<file path="src/rtl/mem_port_arbiter_if.sv">
// rtl/mem_port_arbiter_if.sv - fetch, data and memory-side signals of the unified memory arbiter
interface mem_port_arbiter_if;
   logic        if_req;
   logic [63:0] if_addr;
   logic        if_ack;
   logic [63:0] if_rdata;
   logic        if_stall;

   logic        dm_req;
   logic        dm_we;
   logic [63:0] dm_addr;
   logic [63:0] dm_wdata;
   logic        dm_ack;
   logic [63:0] dm_rdata;
   logic        dm_stall;

   logic        mem_req;
   logic        mem_we;
   logic [63:0] mem_addr;
   logic [63:0] mem_wdata;
   logic [63:0] mem_rdata;

   // arbiter side
   modport slave (
      input  if_req, if_addr, dm_req, dm_we, dm_addr, dm_wdata, mem_rdata,
      output if_ack, if_rdata, if_stall, dm_ack, dm_rdata, dm_stall,
             mem_req, mem_we, mem_addr, mem_wdata
   );

   // pipeline ports and memory side
   modport master (
      output if_req, if_addr, dm_req, dm_we, dm_addr, dm_wdata, mem_rdata,
      input  if_ack, if_rdata, if_stall, dm_ack, dm_rdata, dm_stall,
             mem_req, mem_we, mem_addr, mem_wdata
   );
endinterface

</file>
<file path="src/rtl/mem_port_arbiter.sv">
// rtl/mem_port_arbiter.sv - serialises IF and MEM stage accesses onto one fixed-latency memory
// Data port wins contention until STARVE_MAX consecutive contended grants, then fetch is forced.
module mem_port_arbiter #(
   parameter int MEM_LAT    = 2,
   parameter int STARVE_MAX = 4
) (
   input  logic              clk,
   input  logic              reset,
   mem_port_arbiter_if.slave bus,
   output logic              busy,
   output logic              grant_dm
);
   localparam int CW = (MEM_LAT > 1) ? $clog2(MEM_LAT) : 1;
   localparam logic [CW-1:0] LAT_LOAD   = CW'(MEM_LAT - 1);
   localparam logic [3:0]    STREAK_CAP = 4'(STARVE_MAX);

   typedef enum logic [1:0] {IDLE, ISSUE, WAIT, DONE} state_t;

   state_t        state, state_next;
   logic [CW-1:0] cnt;
   logic [3:0]    streak;
   logic          is_store;
   logic          any_req;
   logic          pick_dm;

   logic          mem_req_q, mem_we_q;
   logic [63:0]   mem_addr_q, mem_wdata_q;
   logic          if_ack_q, dm_ack_q;
   logic [63:0]   if_rdata_q, dm_rdata_q;

   always_comb begin
      any_req    = bus.if_req || bus.dm_req;
      pick_dm    = bus.dm_req && (!bus.if_req || (streak != STREAK_CAP));
      state_next = state;
      case (state)
         IDLE:    if (any_req) state_next = ISSUE;
         ISSUE:   state_next = WAIT;
         WAIT:    if (cnt == '0) state_next = DONE;
         DONE:    state_next = IDLE;
         default: state_next = IDLE;
      endcase
   end

   always_ff @(posedge clk) begin
      if (reset) begin
         state       <= IDLE;
         cnt         <= '0;
         streak      <= '0;
         is_store    <= 1'b0;
         busy        <= 1'b0;
         grant_dm    <= 1'b0;
         mem_req_q   <= 1'b0;
         mem_we_q    <= 1'b0;
         mem_addr_q  <= '0;
         mem_wdata_q <= '0;
         if_ack_q    <= 1'b0;
         dm_ack_q    <= 1'b0;
         if_rdata_q  <= '0;
         dm_rdata_q  <= '0;
      end else begin
         state       <= state_next;
         busy        <= (state_next != IDLE);
         mem_req_q   <= 1'b0;
         mem_we_q    <= 1'b0;
         mem_addr_q  <= '0;
         mem_wdata_q <= '0;
         if_ack_q    <= 1'b0;
         dm_ack_q    <= 1'b0;
         if_rdata_q  <= '0;
         dm_rdata_q  <= '0;
         case (state)
            IDLE: begin
               if (any_req) begin
                  // The issue-cycle registers double as the latched copy of the request
                  grant_dm    <= pick_dm;
                  is_store    <= pick_dm && bus.dm_we;
                  mem_req_q   <= 1'b1;
                  mem_we_q    <= pick_dm && bus.dm_we;
                  mem_addr_q  <= pick_dm ? bus.dm_addr : bus.if_addr;
                  mem_wdata_q <= pick_dm ? bus.dm_wdata : '0;
                  if (pick_dm && bus.if_req)
                     streak <= (streak == STREAK_CAP) ? STREAK_CAP : streak + 4'd1;
                  else
                     streak <= '0;
               end
            end
            ISSUE: cnt <= LAT_LOAD;
            WAIT: begin
               if (cnt == '0) begin
                  if (grant_dm) begin
                     dm_ack_q   <= 1'b1;
                     dm_rdata_q <= is_store ? '0 : bus.mem_rdata;
                  end else begin
                     if_ack_q   <= 1'b1;
                     if_rdata_q <= bus.mem_rdata;
                  end
               end else begin
                  cnt <= cnt - 1'b1;
               end
            end
            default: ;
         endcase
      end
   end

   assign bus.mem_req   = mem_req_q;
   assign bus.mem_we    = mem_we_q;
   assign bus.mem_addr  = mem_addr_q;
   assign bus.mem_wdata = mem_wdata_q;
   assign bus.if_ack    = if_ack_q;
   assign bus.if_rdata  = if_rdata_q;
   assign bus.dm_ack    = dm_ack_q;
   assign bus.dm_rdata  = dm_rdata_q;
   assign bus.if_stall  = bus.if_req && !if_ack_q;
   assign bus.dm_stall  = bus.dm_req && !dm_ack_q;
endmodule

</file>
<file path="src/flat_wrapper.sv">
// flat-port wrapper written by rule: the top's interface ports become plain ports
module mem_port_arbiter_flat 
#(
   parameter int MEM_LAT    = 2,
   parameter int STARVE_MAX = 4
)
  (clk, reset, busy, grant_dm, bus_if_req, bus_if_addr, bus_dm_req, bus_dm_we, bus_dm_addr, bus_dm_wdata, bus_mem_rdata, bus_if_ack, bus_if_rdata, bus_if_stall, bus_dm_ack, bus_dm_rdata, bus_dm_stall, bus_mem_req, bus_mem_we, bus_mem_addr, bus_mem_wdata);
  mem_port_arbiter_if bus_i ();
  input  logic clk;
  input  logic reset;
  output logic busy;
  output logic grant_dm;
  input wire logic [$bits(bus_i.if_req)-1:0] bus_if_req;
  input wire logic [$bits(bus_i.if_addr)-1:0] bus_if_addr;
  input wire logic [$bits(bus_i.dm_req)-1:0] bus_dm_req;
  input wire logic [$bits(bus_i.dm_we)-1:0] bus_dm_we;
  input wire logic [$bits(bus_i.dm_addr)-1:0] bus_dm_addr;
  input wire logic [$bits(bus_i.dm_wdata)-1:0] bus_dm_wdata;
  input wire logic [$bits(bus_i.mem_rdata)-1:0] bus_mem_rdata;
  output wire logic [$bits(bus_i.if_ack)-1:0] bus_if_ack;
  output wire logic [$bits(bus_i.if_rdata)-1:0] bus_if_rdata;
  output wire logic [$bits(bus_i.if_stall)-1:0] bus_if_stall;
  output wire logic [$bits(bus_i.dm_ack)-1:0] bus_dm_ack;
  output wire logic [$bits(bus_i.dm_rdata)-1:0] bus_dm_rdata;
  output wire logic [$bits(bus_i.dm_stall)-1:0] bus_dm_stall;
  output wire logic [$bits(bus_i.mem_req)-1:0] bus_mem_req;
  output wire logic [$bits(bus_i.mem_we)-1:0] bus_mem_we;
  output wire logic [$bits(bus_i.mem_addr)-1:0] bus_mem_addr;
  output wire logic [$bits(bus_i.mem_wdata)-1:0] bus_mem_wdata;
  assign bus_i.if_req = bus_if_req;
  assign bus_i.if_addr = bus_if_addr;
  assign bus_i.dm_req = bus_dm_req;
  assign bus_i.dm_we = bus_dm_we;
  assign bus_i.dm_addr = bus_dm_addr;
  assign bus_i.dm_wdata = bus_dm_wdata;
  assign bus_i.mem_rdata = bus_mem_rdata;
  assign bus_if_ack = bus_i.if_ack;
  assign bus_if_rdata = bus_i.if_rdata;
  assign bus_if_stall = bus_i.if_stall;
  assign bus_dm_ack = bus_i.dm_ack;
  assign bus_dm_rdata = bus_i.dm_rdata;
  assign bus_dm_stall = bus_i.dm_stall;
  assign bus_mem_req = bus_i.mem_req;
  assign bus_mem_we = bus_i.mem_we;
  assign bus_mem_addr = bus_i.mem_addr;
  assign bus_mem_wdata = bus_i.mem_wdata;
  mem_port_arbiter #(.MEM_LAT(MEM_LAT), .STARVE_MAX(STARVE_MAX)) u_core (.clk(clk), .reset(reset), .bus(bus_i), .busy(busy), .grant_dm(grant_dm));
endmodule
</file>
<file path="config.mk">
export PLATFORM = sky130hd
export DESIGN_NAME = mem_port_arbiter_flat
export DESIGN_NICKNAME = d
export VERILOG_FILES = /design/src/rtl/mem_port_arbiter_if.sv /design/src/rtl/mem_port_arbiter.sv /design/src/flat_wrapper.sv
export SDC_FILE = /design/constraint.sdc
export NUM_CORES = 1
export LEC_CHECK = 0
export ABC_AREA = 1
export CORE_AREA = 2 2 204 206
export DETAILED_ROUTE_END_ITERATION = 16
export DIE_AREA = 0 0 206 208
export HOLD_SLACK_MARGIN = 0.12
export PLACE_DENSITY_LB_ADDON = 0.08
export SETUP_SLACK_MARGIN = 0.4
export SYNTH_ARGS = -nofsm -noshare
export SYNTH_HDL_FRONTEND = slang
export SYNTH_SLANG_ARGS = --single-unit
</file>
<file path="constraint.sdc">
create_clock -name clk -period 2.5 [get_ports clk]
set_clock_uncertainty 0.1 [all_clocks]
set_input_delay 0.5 -clock clk [delete_from_list [all_inputs] [get_ports clk]]
set_output_delay 0.5 -clock clk [all_outputs]
set_load 0.02 [all_outputs]
</file>
==> summary.md, run 1 <==
| Metric | Value |
|---|---|
| Ys Warns | `0` |
| Post-Place Cells | `1924` |
| First-pass GRT wire length | `~46000 um` |
| DR pass1 iterations | `4` |
| Count leader, synth | `dfxtp_1` |
| Largest area contributor in the netlist | `dfxtp_1` |
| # fillers | `about 4200` |
| Drt wl/cell | `approximately 16 um` |
| TritonCTS Sinks | `between 200 and 300` |
| # IOs | `roughly 530` |
| Initial antenna violation count | `4` |
| Primary FF master, synth | `dfxtp_1` |
| Post-Syn Area per Cell | `9.06 sq um` |
| Worst path bufs/invs | `1` |
| Via count | `roughly 7400` |
| # DRC | `0` |
| Slowest cell delay on critical path | `620 ps` |
| Clock Latency Late Sink | `520 ps` |
| Drt initial violations | `184` |
| Slew Limit Fails | `0` |
| Gr usage total | `0.143` |
| Worst EP required | `approximately 1900 ps` |
| Fin crit share | `0.819` |
| Endpoints failing setup | `0` |
| Fmax | `approximately 490 MHz` |
| Peak supply drop | `about 0.36 mV` |
| Share of the synthesized area in the top cell type | `0.663` |
| Largest net degree at the start of global routing | `between 60 and 70` |
| Share of layout cells above drive strength 1 | `0.0552` |
| Final Non-Filler Cells | `1983` |
| Ranking of synthesized cells by area | `dfxtp_1 (66%), nor2_1 (12%), inv_1 (6.6%), a21oi_1 (4.3%), o21ai_1 (3.0%)` |
| GRT overflow | `0` |
| Worst-margin pin slew | `roughly 450 ps` |
| LEAKAGE | `a little under 0.008 uW` |
| Die area | `approximately 0.043 sq mm` |
| WS Path Type | `flop to primary output` |
| Bufs on Longest Clock Path | `3` |
| Vias/cell | `~3.8` |
| Crit path max-delay family | `buffers and inverters` |
| Root Driver | `clkbuf_16` |
| CP max FO | `1` |
| Worst EP arrival | `1450 ps` |
| CTS HTree Levels | `2` |
| Post-synth ARST share | `0` |
| Core box area | `approximately 0.04 sq mm` |
| Number of global-route vias before repair | `around 7400` |
| # Max-Cap Violations | `0` |
| Crit start category | `flop` |
| Overall routed net length | `around 32000 um` |
| Input/output buffers | `approximately 520` |
| Post-synth top cells | `dfxtp_1 (270), nor2_1 (262), inv_1 (143), a21oi_1 (70), o21ai_1 (49)` |
| DP Wirelength | `24000 um` |
| Slew HR | `0.701` |
| Critical path's slowest cell | `clkdlybuf4s50_1` |
| Fin crit period | `2050 ps` |
| Die Span Y | `208 um` |
| GP Congestion | `around 0.76` |
| Reg area | `0.00541 sq mm` |
| Setup Total Neg Slack | `0 ps` |
| Synthesized instance count | `900` |
| Yosys cell types | `20` |
| CTS tree | `built` |
| Post-route ant nets | `0` |
| Cts bufs inserted | `34` |
| Multi-input gate area | `between 0.0015 and 0.002 sq mm` |
| RSZ-0062 raised after global routing | `no` |
| Post-Syn Nets | `1166` |
| Worst-path cell chain | `clkdlybuf4s50_1` |
| Chip width | `between 200 and 250 um` |
| PwrDens | `~770 mW/mm^2` |
| Worst setup EP type | `primary output` |
| Final hold viol count | `0` |
| EDFF count, synth | `0` |
| Status | `complete, no violations` |
| Worst hold path class | `flop to flop` |
| Layout area overhead | `85.4%` |
| Starting Density | `0.201` |
| Final net count | `1694` |
| Yosys reg bits | `270` |
| Clk slew on worst S/H paths | `roughly 50 ps` |
| Sequential share of the synthesized area | `0.663` |
| Post-Syn Area | `0.00815 sq mm` |
| Site row count | `74` |
| Post-CTS Setup Repair Bufs | `0` |
state kept, by name, indices dropped and copies added, names as in the netlist:
register,flops
u_core.grant_dm,1
u_core.bus.mem_we,1
u_core.bus.mem_req,1
u_core.busy,1
u_core.bus.if_rdata,64
u_core.streak,4
u_core.cnt,1
u_core.bus.mem_addr,64
u_core.is_store,1
u_core.bus.dm_rdata,64
u_core.state,2
u_core.bus.dm_ack,1
u_core.bus.if_ack,1
u_core.bus.mem_wdata,64
power by group:
part | leakage (uW) | switching (uW) | internal (uW)
clock network | 0.000535 | 1870 | 2910
logic | 0.00499 | 1080 | 986
registers | 0.00220 | 81.0 | 4630
final cells by class:
type / count / share of cell area
clock buffer: 46 / 0.0640
inverter: 146 / 0.0363
clock inverter: 12 / 0.00787
antenna: 1 / 0.000166
sequential: 270 / 0.358
multi-input combinational: 435 / 0.126
tap: 532 / 0.0441
timing repair buffer: 541 / 0.364
path summary, 6_finish.rpt:
kind                                                from                      end  slack [ps]  depth (start not counted)
worst max register to register          u_core.streak[0]  u_core.bus.mem_addr[25]         670                          7
worst min register to register          u_core.streak[3]         u_core.streak[3]         390                          2
worst min-delay path                    u_core.streak[3]         u_core.streak[3]         390                          2
worst max-delay path            u_core.bus.mem_wdata[19]        bus_mem_wdata[19]         450                          1
through the flow:
stage / power (uW) / instance area (sq um) / hold slack [ps] / setup slack [ps] / utilization
floorplan: 5730 / 8150 / 353 / 488 / -
global placement: 6990 / 14000 / 379 / 21.0 / 0.345
detailed placement: 7000 / 14000 / 384 / 22.9 / 0.345
CTS: 11800 / 15000 / 350 / 305 / 0.369
global route: 12100 / 15100 / 369 / 400 / 0.372
finish: 11600 / 15100 / 392 / 453 / 0.373
cell usage in the layout, fill, tap and decap left out, types with 4 or more instances in the layout:
cell type,netlist,final
o21ai_1,49,49
nand4_1,4,4
buf_12,0,7
clkdlybuf4s50_1,0,389
nor2_1,262,262
dfxtp_1,270,270
o21ai_0,22,22
clkinv_2,0,7
a21oi_1,70,70
clkbuf_16,0,35
inv_1,143,143
nand3_1,8,8
dlygate4sd2_1,0,76
buf_4,8,10
clkbuf_8,0,5
ha_1,5,5
dlymetal6s2s_1,0,57
clkbuf_1,4,6
nand2_1,8,8
kinds of logic after synthesis:
family / Yosys count / share of synthesized area
DFF: 270 / 0.663
buffers and inverters: 195 / 0.104
and+or+nand+nor: 288 / 0.138
adders and majority gates: 5 / 0.00768
AOI/OAI and AO/OA: 142 / 0.0875
metal layers:
metal / track usage / part of all wire
met1: 0.146 / 0.36
met2: 0.251 / 0.49
met4: 0.0411 / 0.018
met5: 0 / 0.0011
met3: 0.0760 / 0.13
repair_timing:
action,CTS,global route
gates resized for setup,77,59
cloned,0,0
hold buffers,0,0
setup endpoints to repair,77,58
Power figures use the tool's default switching activity.
==> inputs of run 2 (changes only) <==
- CORE_AREA: 2 2 204 206 -> 2 2 206 208
- DIE_AREA: 0 0 206 208 -> 0 0 208 210
- clock period: 2.5 -> 2.05 ns (I/O delays scaled with it)
==> summary.md, run 2 (same netlist as run 1, synthesis figures left out) <==
| Metric | Value |
|---|---|
| Clk slew on worst S/H paths | `60 ps (was 50 ps)` |
| Site row count | `75 (was 74)` |
| Die Span Y | `210 um (was 208 um)` |
| # Max-Cap Violations | `0 (unchanged)` |
| CTS HTree Levels | `2 (unchanged)` |
| CP max FO | `10 (was 1)` |
| Largest net degree at the start of global routing | `65 (was 66)` |
| Overall routed net length | `34600 um (was 31900 um)` |
| Input/output buffers | `524 (unchanged)` |
| Final setup margin | `435 ps (was 453 ps)` |
| Worst hold path class | `primary input to flop (was flop to flop)` |
| Worst-margin pin slew | `878 ps (was 448 ps)` |
| Final hold viol count | `0 (unchanged)` |
| Worst Hold Endpoint | `u_core.bus.mem_wdata[52] (was u_core.streak[3])` |
| Slew Limit Fails | `0 (unchanged)` |
| Worst r2r dst | `u_core.bus.mem_addr[11] (was u_core.bus.mem_addr[25])` |
| Cts bufs inserted | `35 (was 34)` |
| # IOs | `525 (unchanged)` |
| R2R depth | `10 (was 7)` |
| Worst EP arrival | `1980 ps (was 1450 ps)` |
| Slew HR | `0.415 (was 0.701)` |
| DP Wirelength | `24500 um (was 24000 um)` |
| Post-place setup slack | `-305 ps (was 22.9 ps)` |
| Clock Latency Late Sink | `530 ps (was 520 ps)` |
| Initial antenna violation count | `3 (was 4)` |
| Bufs on Longest Clock Path | `3 (unchanged)` |
| Fmax | `between 600 and 700 MHz` |
| Vias/cell | `3.80 (was 3.75)` |
| Peak supply drop | `0.510 mV (was 0.357 mV)` |
| Gr usage total | `0.145 (was 0.143)` |
| Most frequent cells in the layout | `dfxtp_1 (266), nor2_1 (258), clkdlybuf4s50_1 (258) (was clkdlybuf4s50_1 (389), dfxtp_1 (270), nor2_1 (262))` |
| Die area | `0.0437 sq mm (was 0.0428 sq mm)` |
| Number of global-route vias before repair | `7781 (was 7391)` |
| Hold WS | `292 ps (was 392 ps)` |
| RSZ-0062 raised after global routing | `yes (was no)` |
| Drt initial violations | `136 (was 184)` |
| GRT overflow | `0 (unchanged)` |
| Final net count | `1736 (was 1694)` |
| GP Congestion | `0.763 (was 0.758)` |
| Worst Hold Depth | `3 (was 2)` |
| Drt wl/cell | `17.0 um (was 16.1 um)` |
| Via count | `7727 (was 7441)` |
| Starting Density | `0.197 (was 0.201)` |
| Status | `complete, no violations (unchanged)` |
| DR pass1 iterations | `4 (unchanged)` |
| Crit start category | `flop (unchanged)` |
| Critical R2R Launch | `u_core.state[0] (was u_core.streak[0])` |
| WS Path Type | `flop to flop (was flop to primary output)` |
| Fin crit period | `about 1600 ps` |
| Final Util | `0.357 (was 0.373)` |
| TritonCTS Sinks | `270 (unchanged)` |
| Layout area overhead | `81.9% (was 85.4%)` |
| Worst EP required | `2420 ps (was 1900 ps)` |
| # DRC | `0 (unchanged)` |
| Hold Path Origin | `bus_dm_wdata[52] (was u_core.streak[3])` |
| Fin crit share | `0.788` |
| Endpoints failing setup | `0 (unchanged)` |
| CTS tree | `built (unchanged)` |
| Core box area | `0.0415 sq mm (was 0.0406 sq mm)` |
| Share of layout cells above drive strength 1 | `0.278 (was 0.0552)` |
| Hold_buf cts | `0 (unchanged)` |
| First-pass GRT wire length | `47700 um (was 45600 um)` |
| LEAKAGE | `0.00715 uW (was 0.00772 uW)` |
| Worst setup EP type | `flop (was primary output)` |
| Commonest non-fill, non-tap cell in the layout | `dfxtp_1 (was clkdlybuf4s50_1)` |
| Root Driver | `clkbuf_16 (unchanged)` |
| Chip width | `208 um (was 206 um)` |
| Setup Total Neg Slack | `0 ps (unchanged)` |
| R2r setup slk | `440 ps (was 670 ps)` |
| Post-route ant nets | `0 (unchanged)` |
| PwrDens | `981 mW/mm^2 (was 765 mW/mm^2)` |
-- run 2: cell count changes in the layout (fill, tap and decap cells not counted), moves of 12 or more --
cell | before | now
buf_2 | 1 | 185
a21oi_1 | 70 | 58
dlymetal6s2s_1 | 57 | 0
dlygate4sd2_1 | 76 | 1
buf_4 | 10 | 29
clkdlybuf4s50_1 | 389 | 258
clkdlybuf4s15_2 | 0 | 49
clkbuf_2 | 1 | 27
-- run 2: how the worst max path moves through the flow --
stage | from | end | slack, ps | cells after the start
after floorplan | bus_dm_req | bus_dm_stall | 400 | 5
after global placement | bus_if_req | bus_if_stall | -330 | 4
after detailed placement | bus_if_req | bus_if_stall | -300 | 4
after CTS | u_core.streak[0] | u_core.grant_dm | 310 | 6
after global routing | u_core.state[0] | u_core.bus.mem_addr[12] | 340 | 10
final | u_core.state[0] | u_core.bus.mem_addr[11] | 440 | 10
-- run 2: through the flow --
step | power, uW | area [sq um] | cells
6_report | 14500 | 14800 | 2035
3_3_place_gp | 8630 | 14200 | 1950
4_1_cts | 14600 | 14500 | 2012
2_1_floorplan | 6990 | 8150 | 900
3_5_place_dp | 8630 | 14200 | 1950
5_1_grt | 15300 | 14800 | 2035
-- run 2: power by group --
group          total [uW]  internal [uW]  leakage (uW)  switching, uW
clock network        6090           3700      0.000564           2390
logic                2700           1260       0.00439           1440
registers            5760           5650       0.00220            110
-- run 2: cell type report --
class                      instances  area [sq um]
antenna                            1          2.50
clock buffer                      51          1020
clock inverter                    11           120
fill                            4393         26600
inverter                         146           551
multi-input combinational        436          2040
sequential                       270          5420
tap                              539           674
timing repair buffer             581          5010
-- run 2: critical path, cell delays in order, from the launching register on --
cell       delay (ps)
dfxtp_1           320
inv_2             120
ha_4              170
inv_2              40
nor2_4            100
inv_2              50
nor2_4            160
buf_12            150
clkbuf_16         160
o21ai_0            80
nor2_1             80
-- run 2: layer usage --
layer	vias up	part of all wire	global-route usage
met2	330	0.51	0.260
met5	-	0.00038	0
met3	63	0.098	0.0662
met1	3465	0.36	0.144
met4	2	0.033	0.0633
li1	3867	-	-
-- run 2: what timing repair did --
item                                    in CTS  in global routing
cloned                                       0                 12
pin swaps                                    1                  6
setup buffers                                0                 10
endpoints found under the setup margin     329                219
gates resized for setup                    960                121
==> inputs of run 3 (changes only) <==
- CORE_AREA: 2 2 206 208 -> 2 2 203 205
- DIE_AREA: 0 0 208 210 -> 0 0 205 207
- clock period: 2.05 -> 1.35 ns (I/O delays scaled with it)
==> summary.md, run 3 (same netlist as run 1, synthesis figures left out) <==
| Metric | Value |
|---|---|
| Status | `finished with violations (was complete, no violations)` |
| RSZ-0062 raised after global routing | `yes (unchanged)` |
| Clk slew on worst S/H paths | `60 ps (about the same)` |
| Overall routed net length | `36600 um (was 34600 um)` |
| Worst EP arrival | `1920 ps (was 1980 ps)` |
| CTS HTree Levels | `1 (was 2)` |
| TritonCTS Sinks | `270 (unchanged)` |
| First-pass GRT wire length | `49400 um (was 47700 um)` |
| Vias/cell | `3.94 (was 3.80)` |
| Commonest non-fill, non-tap cell in the layout | `buf_6 (was dfxtp_1)` |
| Worst setup EP type | `flop (unchanged)` |
| Drt wl/cell | `17.5 um (was 17.0 um)` |
| Slew HR | `0.649 (was 0.415)` |
| Final hold viol count | `0 (unchanged)` |
| Final Non-Filler Cells | `2099 (was 2035)` |
| Root Driver | `clkbuf_16 (unchanged)` |
| Fmax | `641 MHz (was 619 MHz)` |
| Cts bufs inserted | `31 (was 35)` |
| Failing checks | `setup timing` |
| DP Wirelength | `24900 um (was 24500 um)` |
| Largest net degree at the start of global routing | `36 (was 65)` |
| Multi-input gate area | `0.00338 sq mm (was 0.00204 sq mm)` |
| Hold_buf cts | `25 (was 0)` |
| Die Span Y | `207 um (was 210 um)` |
| Drt initial violations | `159 (was 136)` |
| GRT overflow | `0 (unchanged)` |
| # Max-Cap Violations | `0 (unchanged)` |
| # DRC | `0 (unchanged)` |
| Core box area | `0.0404 sq mm (was 0.0415 sq mm)` |
| DR pass1 iterations | `4 (unchanged)` |
| Gr usage total | `0.152 (was 0.145)` |
| Number of global-route vias before repair | `8356 (was 7781)` |
| Post-place setup slack | `-526 ps (was -305 ps)` |
| Worst-margin pin slew | `526 ps (was 878 ps)` |
| Post-route ant nets | `0 (unchanged)` |
| Input/output buffers | `524 (unchanged)` |
| Setup Total Neg Slack | `-46490 ps (was 0 ps)` |
| # fillers | `3868 (was 4393)` |
| Endpoints failing setup | `523 (was 0)` |
| Via count | `8264 (was 7727)` |
| Fin crit share | `1.16 (was 0.788)` |
| PwrDens | `1250 mW/mm^2 (was 981 mW/mm^2)` |
| Initial antenna violation count | `3 (unchanged)` |
| Post-Place Cells | `1961 (was 1950)` |
| Chip width | `205 um (was 208 um)` |
| Site row count | `74 (was 75)` |
| Fin crit period | `1560 ps (was 1610 ps)` |
| Reg area | `0.00575 sq mm (was 0.00542 sq mm)` |
| LEAKAGE | `0.00818 uW (was 0.00715 uW)` |
| # IOs | `525 (unchanged)` |
| CP max FO | `7 (was 10)` |
| Bufs on Longest Clock Path | `3 (unchanged)` |
| Layout area overhead | `133% (was 81.9%)` |
| Peak supply drop | `0.886 mV (was 0.510 mV)` |
| Crit start category | `flop (unchanged)` |
| Worst EP required | `1710 ps (was 2420 ps)` |
| Final setup margin | `-210 ps (was 435 ps)` |
| Starting Density | `0.202 (was 0.197)` |
| GP Congestion | `0.760 (was 0.763)` |
| Clock Latency Late Sink | `580 ps (was 530 ps)` |
| Worst hold path class | `primary input to flop (unchanged)` |
| CTS tree | `built (unchanged)` |
| Hold WS | `111 ps (was 292 ps)` |
| Slew Limit Fails | `0 (unchanged)` |
| WS Path Type | `flop to flop (unchanged)` |
| Share of layout cells above drive strength 1 | `0.617 (was 0.278)` |
| Final net count | `1807 (was 1736)` |
| Most frequent cells in the layout | `buf_6 (282), dfxtp_2 (263), clkdlybuf4s50_1 (258) (was dfxtp_1 (266), nor2_1 (258), clkdlybuf4s50_1 (258))` |
| Die area | `0.0424 sq mm (was 0.0437 sq mm)` |
[run 3: cell types whose count changed in the layout (fill, tap and decap cells not counted), sizes merged]
cell / before / now
bufinv: 2 / 4
dlygate4sd3: 0 / 25
inv: 149 / 148
clkinvlp: 0 / 1
clkdlybuf4s15: 49 / 0
clkbuf: 85 / 59
buf: 239 / 352
clkinv: 6 / 11
nand2: 11 / 12
[run 3: where the power goes]
group | internal, uW | switching [uW]
clock network | 5310 | 3530
registers | 8700 | 296
logic | 3080 | 2710
total | 17100 | 6530
[run 3: critical path, stage by stage, from the launching register on]
cell	delay, ps
dfxtp_4	350
buf_6	110
ha_4	160
buf_6	110
nand4_1	80
buf_6	150
clkbuf_16	170
buf_12	160
nor2_4	30
[run 3: metrics by stage]
step	power (uW)	utilization	cell area, sq um
3_5_place_dp	13300	0.357	14400
2_1_floorplan	10700	-	8280
6_report	23600	0.470	19000
5_1_grt	24600	0.470	19000
3_3_place_gp	13300	0.357	14400
4_1_cts	23000	0.420	17000
[run 3: area by class of cell]
| type | count | area share |
|---|---|---|
| Timing Repair Buffer | 655 | 0.398 |
| Multi-Input combinational cell | 437 | 0.178 |
| Sequential cell | 270 | 0.303 |
| Clock buffer | 40 | 0.0459 |
| Tap cell | 532 | 0.0351 |
| Inverter | 146 | 0.0292 |
| Clock inverter | 18 | 0.0109 |
| Antenna cell | 1 | 0.000132 |
[run 3: layer usage]
| layer | up-vias | routed length (um) | track usage |
|---|---|---|---|
| met5 | - | 27 | 0 |
| met4 | 4 | 940 | 0.0491 |
| met3 | 61 | 4000 | 0.0683 |
| met2 | 348 | 19100 | 0.278 |
| met1 | 3837 | 12500 | 0.152 |
| li1 | 4014 | - | - |
[run 3: final timing paths]
kind / slack, ps / to / start / cells after the start
worst min-delay path: 110 / u_core.bus.mem_wdata[11] / bus_dm_wdata[11] / 3
worst min register to register: 410 / u_core.is_store / u_core.is_store / 2
worst max-delay path: -210 / u_core.bus.if_rdata[50] / u_core.state[1] / 8
worst max register to register: -210 / u_core.bus.if_rdata[50] / u_core.state[1] / 8
[run 3: what timing repair did]
| item | 4_1_cts | 5_1_grt |
|---|---|---|
| hold endpoints to repair | 142 | 9 |
| resized for setup | 1906 | 361 |
| cloned | 6 | 26 |
| pin swaps | 9 | 28 |
| endpoints found under the setup margin | 534 | 534 |
| buffers inserted | 7 | 15 |
